### src/rtl/gray_ctrl_pkg.sv
// Shared definitions for the Gray-counter sequencer: FSM state encoding,
// direction constants and Gray/binary conversion helpers.
package gray_ctrl_pkg;

    // Helpers work on a fixed maximum width; callers size-cast in and out.
    localparam int GRAY_MAX_W = 32;

    typedef enum logic [1:0] {
        ST_IDLE  = 2'd0,
        ST_RUN   = 2'd1,
        ST_PAUSE = 2'd2,
        ST_DONE  = 2'd3
    } state_e;

    localparam logic DIR_UP   = 1'b0;
    localparam logic DIR_DOWN = 1'b1;

    function automatic logic [GRAY_MAX_W-1:0] bin2gray(input logic [GRAY_MAX_W-1:0] b);
        return b ^ (b >> 1);
    endfunction

    function automatic logic [GRAY_MAX_W-1:0] gray2bin(input logic [GRAY_MAX_W-1:0] g);
        logic [GRAY_MAX_W-1:0] b;
        b[GRAY_MAX_W-1] = g[GRAY_MAX_W-1];
        for (int i = GRAY_MAX_W - 2; i >= 0; i--) begin
            b[i] = b[i+1] ^ g[i];
        end
        return b;
    endfunction

endpackage

### src/rtl/gray_core.sv
// WIDTH-bit reflected-Gray register: steps up/down by one code or clears to 0,
// and flags the wrap step with a registered one-cycle pulse.
module gray_core
    import gray_ctrl_pkg::*;
#(
    parameter int WIDTH = 4
) (
    input  logic             clk,
    input  logic             reset,
    input  logic             step_en,
    input  logic             dir,
    input  logic             clear,
    output logic [WIDTH-1:0] gray,
    output logic             wrap_pulse
);

    logic [WIDTH-1:0] gray_q, gray_d;
    logic [WIDTH-1:0] bin_cur, bin_nxt;
    logic             wrap_q, wrap_d;

    // NOTE: every signal assigned here gets a default first, so no latch is inferred.
    always_comb begin
        bin_cur = WIDTH'(gray2bin(GRAY_MAX_W'(gray_q)));
        // WIDTH-bit arithmetic gives the mod 2^WIDTH wrap for free.
        bin_nxt = (dir == DIR_DOWN) ? bin_cur - 1'b1 : bin_cur + 1'b1;
        gray_d  = gray_q;
        wrap_d  = 1'b0;
        if (clear) begin
            gray_d = '0;
        end else if (step_en) begin
            gray_d = WIDTH'(bin2gray(GRAY_MAX_W'(bin_nxt)));
            wrap_d = (dir == DIR_DOWN) ? (bin_cur == '0) : (bin_cur == '1);
        end
    end

    // NOTE: sequential state uses non-blocking assignments only.
    always_ff @(posedge clk) begin
        if (reset) begin
            gray_q <= '0;
            wrap_q <= 1'b0;
        end else begin
            gray_q <= gray_d;
            wrap_q <= wrap_d;
        end
    end

    assign gray       = gray_q;
    assign wrap_pulse = wrap_q;

endmodule

### src/rtl/gray_seq_ctrl.sv
// Burst sequencer for a Gray counter: command handshake, RUN/PAUSE/DONE FSM and
// remaining-step counter. Define GRAY_STEP_CHECK_EN to build the single-bit-change checker.
module gray_seq_ctrl
    import gray_ctrl_pkg::*;
#(
    parameter int WIDTH = 4,
    parameter int CNT_W = 8
) (
    input  logic             clk,
    input  logic             reset,
    input  logic             cmd_valid,
    output logic             cmd_ready,
    input  logic [CNT_W-1:0] cmd_len,
    input  logic             cmd_dir,
    input  logic             cmd_clear,
    input  logic             pause,
    input  logic             abort,
    output logic [WIDTH-1:0] gray_out,
    output logic [CNT_W-1:0] remaining,
    output logic             busy,
    output logic             done,
    output logic             wrapped,
    output logic             step_err
);

    state_e           state_q, state_d;
    logic [CNT_W-1:0] remaining_q, remaining_d;
    logic             dir_q, dir_d;
    logic             step_en;
    logic             clear_en;

    always_ff @(posedge clk) begin
        if (reset) begin
            state_q     <= ST_IDLE;
            remaining_q <= '0;
            dir_q       <= DIR_UP;
        end else begin
            state_q     <= state_d;
            remaining_q <= remaining_d;
            dir_q       <= dir_d;
        end
    end

    always_comb begin
        state_d     = state_q;
        remaining_d = remaining_q;
        dir_d       = dir_q;
        case (state_q)
            ST_IDLE: begin
                if (cmd_valid) begin
                    dir_d       = cmd_dir;
                    remaining_d = cmd_len;
                    state_d     = (cmd_len == '0) ? ST_DONE : ST_RUN;
                end
            end
            ST_RUN: begin
                // abort beats pause beats step; abort keeps the unfinished count visible
                if (abort) begin
                    state_d = ST_DONE;
                end else if (pause) begin
                    state_d = ST_PAUSE;
                end else begin
                    remaining_d = remaining_q - 1'b1;
                    if (remaining_q == CNT_W'(1)) state_d = ST_DONE;
                end
            end
            ST_PAUSE: begin
                if (abort)       state_d = ST_DONE;
                else if (!pause) state_d = ST_RUN;
            end
            ST_DONE: state_d = ST_IDLE;
            default: state_d = ST_IDLE;
        endcase
    end

    always_comb begin
        cmd_ready = (state_q == ST_IDLE);
        busy      = (state_q == ST_RUN) || (state_q == ST_PAUSE);
        done      = (state_q == ST_DONE);
        step_en   = (state_q == ST_RUN) && !abort && !pause;
        clear_en  = cmd_ready && cmd_valid && cmd_clear;
    end

    gray_core #(
        .WIDTH(WIDTH)
    ) u_core (
        .clk       (clk),
        .reset     (reset),
        .step_en   (step_en),
        .dir       (dir_q),
        .clear     (clear_en),
        .gray      (gray_out),
        .wrap_pulse(wrapped)
    );

    assign remaining = remaining_q;

`ifdef GRAY_STEP_CHECK_EN
    logic [WIDTH-1:0] prev_q;
    logic [WIDTH-1:0] diff;
    logic             step_err_q;

    // A commanded clear is a legal jump, so the history restarts at 0 with it.
    always_comb diff = gray_out ^ prev_q;

    always_ff @(posedge clk) begin
        if (reset) begin
            prev_q     <= '0;
            step_err_q <= 1'b0;
        end else begin
            prev_q     <= clear_en ? '0 : gray_out;
            step_err_q <= step_err_q || ((diff & (diff - 1'b1)) != '0);
        end
    end

    assign step_err = step_err_q;
`else
    assign step_err = 1'b0;
`endif

endmodule

### config.mk
export PLATFORM = sky130hd
export DESIGN_NAME = gray_seq_ctrl
export DESIGN_NICKNAME = d
export VERILOG_FILES = /design/src/rtl/gray_ctrl_pkg.sv /design/src/rtl/gray_core.sv /design/src/rtl/gray_seq_ctrl.sv
export SDC_FILE = /design/constraint.sdc
export NUM_CORES = 1
export LEC_CHECK = 0
export BUFFER_PORTS_ARGS = -buffer_cell sky130_fd_sc_hd__buf_4
export CAP_MARGIN = 0
export CORE_UTILIZATION = 35
export DETAILED_ROUTE_END_ITERATION = 8
export GPL_ROUTABILITY_DRIVEN = 0
export SLEW_MARGIN = 20
export SYNTH_ARGS = -nofsm -noshare
export SYNTH_HDL_FRONTEND = slang
export SYNTH_SLANG_ARGS = --single-unit
### constraint.sdc
create_clock -name clk -period 2.52 [get_ports clk]
set_clock_uncertainty 0.1 [all_clocks]
set_input_delay 0.63 -clock clk [delete_from_list [all_inputs] [get_ports clk]]
set_output_delay 0.63 -clock clk [all_outputs]
set_load 0.01 [all_outputs]
==> flow_summary.json <==
{
  "synthesis.area_um2": 1131,
  "endpoint_kind": "flop",
  "core_um2": 3053,
  "netSwitchingPower_mw": 0.4872,
  "async_flop_share_pct": 0,
  "required_ps": 2630,
  "yosys-top-cells-area": "dfxtp_1, ha_1, nor2_1",
  "internal-power_mw": 0.6785,
  "io_pins": 32,
  "slew-limit-headroom_pct": 57.32,
  "drt_pass1_iterations": 4,
  "postRouteAntennaNets": 0,
  "postLayoutCellArea_um2": 1436,
  "dp.cells": 208,
  "p_seq_share_pct": 32.0,
  "antenna_found_initial": 0,
  "whs_endpoint": "u_core.gray[2]",
  "crit_path_max_incr_delay_ps": 420,
  "cts.sinks": 16,
  "switching_share_pct": 41.79,
  "detail_route.wl_per_cell_um": 12.18,
  "rows": 20,
  "power.share.clock_pct": 15.0,
  "yosys.area.top_type": "dfxtp_1",
  "die_x_um": 58.85,
  "finalPower_mw": 1.166,
  "post-route-period-util_pct": 90.61,
  "syn_nets": 165,
  "drive_gt1_share_pct": 26.79,
  "hp-start": "u_core.gray[2]",
  "hpwl_um": 1990,
  "final_cell_mix": "buf_4, dfxtp_1, nor2_1",
  "power_density_nw_per_um2": 811.6,
  "setup_viol": 0,
  "crit_chain": "inv_1 > ha_1 > xor2_1 > ha_1 > nand2_1 > o21ai_0 > xnor2_1 > xnor2_1 > a211oi_1",
  "worst_r2r_endpoint": "u_core.gray[2]",
  "post-route-min-period_ps": 2283,
  "fin_setup_tns_ps": 0,
  "worstSkewPairLatency_ps": 290,
  "syn_inst": 137,
  "hold_viol_final": 0,
  "min_delay_path_depth": 2,
  "hold_class": "flop to flop",
  "grt_pass1_wl_um": 4340,
  "via_per_inst": 5.019,
  "yosysWarningCount": 0,
  "drt_iter0_markers": 26,
  "worstSetupPathType": "flop to flop",
  "antenna_cells": 0,
  "crit_buf_inv": 1,
  "rrSetupSlack_ps": 240,
  "path_clk_slew_ps": 100,
  "cpLargestDelayFamily": "adder cells",
  "cts_buffers": 3,
  "slowest_stage": "dfxtp_1",
  "grt_overflow": 0,
  "crit_cells": 9,
  "initial_core_util_pct": 37.05,
  "worst_setup_path_start_kind": "flop",
  "synth_edf_count": 0,
  "ys_seq_elements": 16,
  "wl_um": 2582,
  "grt_max_degree": 14,
  "utilization_pct": 47.05,
  "worst_pin_slew_ps": 634.3,
  "yosysSeqAreaShare_pct": 28.32,
  "vdd_drop_max_mv": 0.3152,
  "fmax_mhz": 438.0,
  "netlist.area_leader.share_pct": 28.32,
  "critical_path.max_fanout": 5,
  "cts.htree.levels": 1,
  "post-cts-setup-buffers": 0,
  "stdcell_count": 212,
  "rsz0062_at_grt": "no",
  "power.share.combinational_pct": 53.1,
  "dieArea_um2": 3463,
  "cts_buffer_depth": 2,
  "mostFrequentLayoutCell": "buf_4",
  "holdBufCountCts": 0,
  "synth.distinct_cells": 36,
  "rr_startpoint": "u_core.gray[3]",
  "reg2reg_depth": 9,
  "drcViolationCount": 0,
  "arrival_ps": 2390,
  "syn_to_final_growth_pct": 26.99,
  "outcome": "completed",
  "p_leak_nw": 0.6135,
  "grt_usage_pct": 16.73,
  "synth_ff_type": "dfxtp_1",
  "cts_root_buffer": "clkbuf_4",
  "grt_pass1_vias": 983,
  "cap_viol_max_count": 0,
  "cts_resized": 0,
  "vias": 1064,
  "avgSynthCellArea_um2": 8.256,
  "die_h_um": 58.85,
  "dpl-instance-area_um2": 1400,
  "cts_tree": "built",
  "nets": 197,
  "io_buffers": 30,
  "drv_slew": 0
}
[final cells by class]
class                      count  area [um^2]
inverter                      10        37.54
tap                           44        55.05
clock buffer                   4        36.28
fill                         316         1617
sequential                    16        320.3
timing repair buffer          33        247.7
multi-input combinational    105        739.5
[power groups by stage]
stage          sequential [mW]  combinational [mW]  clock [mW]
2_1_floorplan            0.382               0.426           0
3_5_place_dp             0.377               0.619           0
4_1_cts                  0.372               0.621       0.186
5_1_grt                  0.381               0.691       0.199
3_3_place_gp             0.375               0.610           0
6_report                 0.372               0.619       0.174
[worst max-delay path by stage]
stage                        start        endpoint  slack (ps)
floorplan           u_core.gray[3]  u_core.gray[2]         380
global placement    u_core.gray[3]  u_core.gray[2]         360
detailed placement  u_core.gray[3]  u_core.gray[2]         240
CTS                 u_core.gray[3]  u_core.gray[2]         210
global route        u_core.gray[2]  u_core.gray[2]          10
finish              u_core.gray[3]  u_core.gray[2]         240
[registers in the layout, summed over array words and instances, names as in the netlist]
name / count
u_core.gray: 4
dir_q: 1
state_q: 2
u_core.wrap_pulse: 1
remaining: 8
[cells by family (layout without fill, tap and decap cells)]
| logic type | count (synthesis) | count (layout) | share of synthesized area [%] |
|---|---|---|---|
| simple gates | 42 | 42 | 18.03 |
| compound gates | 39 | 39 | 24.45 |
| flops | 16 | 16 | 28.32 |
| buf+inv | 16 | 47 | 6.305 |
| fa+ha+maj | 13 | 13 | 14.38 |
| xor+xnor | 7 | 7 | 5.420 |
| mux | 3 | 3 | 2.765 |
| other cells | 1 | 1 | 0.3315 |
[Yosys cell counts (2+ instances only)]
cell and count:
a211oi_1 6, a211oi_2 3, a21oi_1 8, a221oi_1 2, a22oi_1 3, clkbuf_1 4
dfxtp_1 16, ha_1 13, inv_1 10, mux2i_1 2, nand2_1 10, nand3_1 3
nor2_1 14, nor2b_1 2, nor3_1 5, nor4_1 3, o21ai_0 8, o21ai_1 2
xnor2_1 4, xor2_1 3
[layer usage]
layer | wire length [um] | GRT usage (%) | vias up
li1 | - | - | 548
met5 | 0 | 0 | -
met4 | 13 | 5.102 | 0
met3 | 115 | 5.055 | 2
met2 | 1242 | 27.92 | 24
met1 | 1210 | 20.62 | 490
[worst register-to-register path, stage by stage, from the launching register on]
cell and delay (ps):
dfxtp_1 420, inv_1 70, ha_1 310, xor2_1 280
ha_1 310, nand2_1 60, o21ai_0 90, xnor2_1 240
xnor2_1 90, a211oi_1 240
[stage by stage]
| stage | hold WS (ps) | setup WS (ps) |
|---|---|---|
| final | 434.8 | 236.7 |
| after global routing | 480.1 | 12.86 |
| after CTS | 443.5 | 209.0 |
| after detailed placement | 426.1 | 236.1 |
| after global placement | 411.3 | 358.4 |
| after floorplan | 424.7 | 381.3 |
Power figures use the tool's default switching activity.
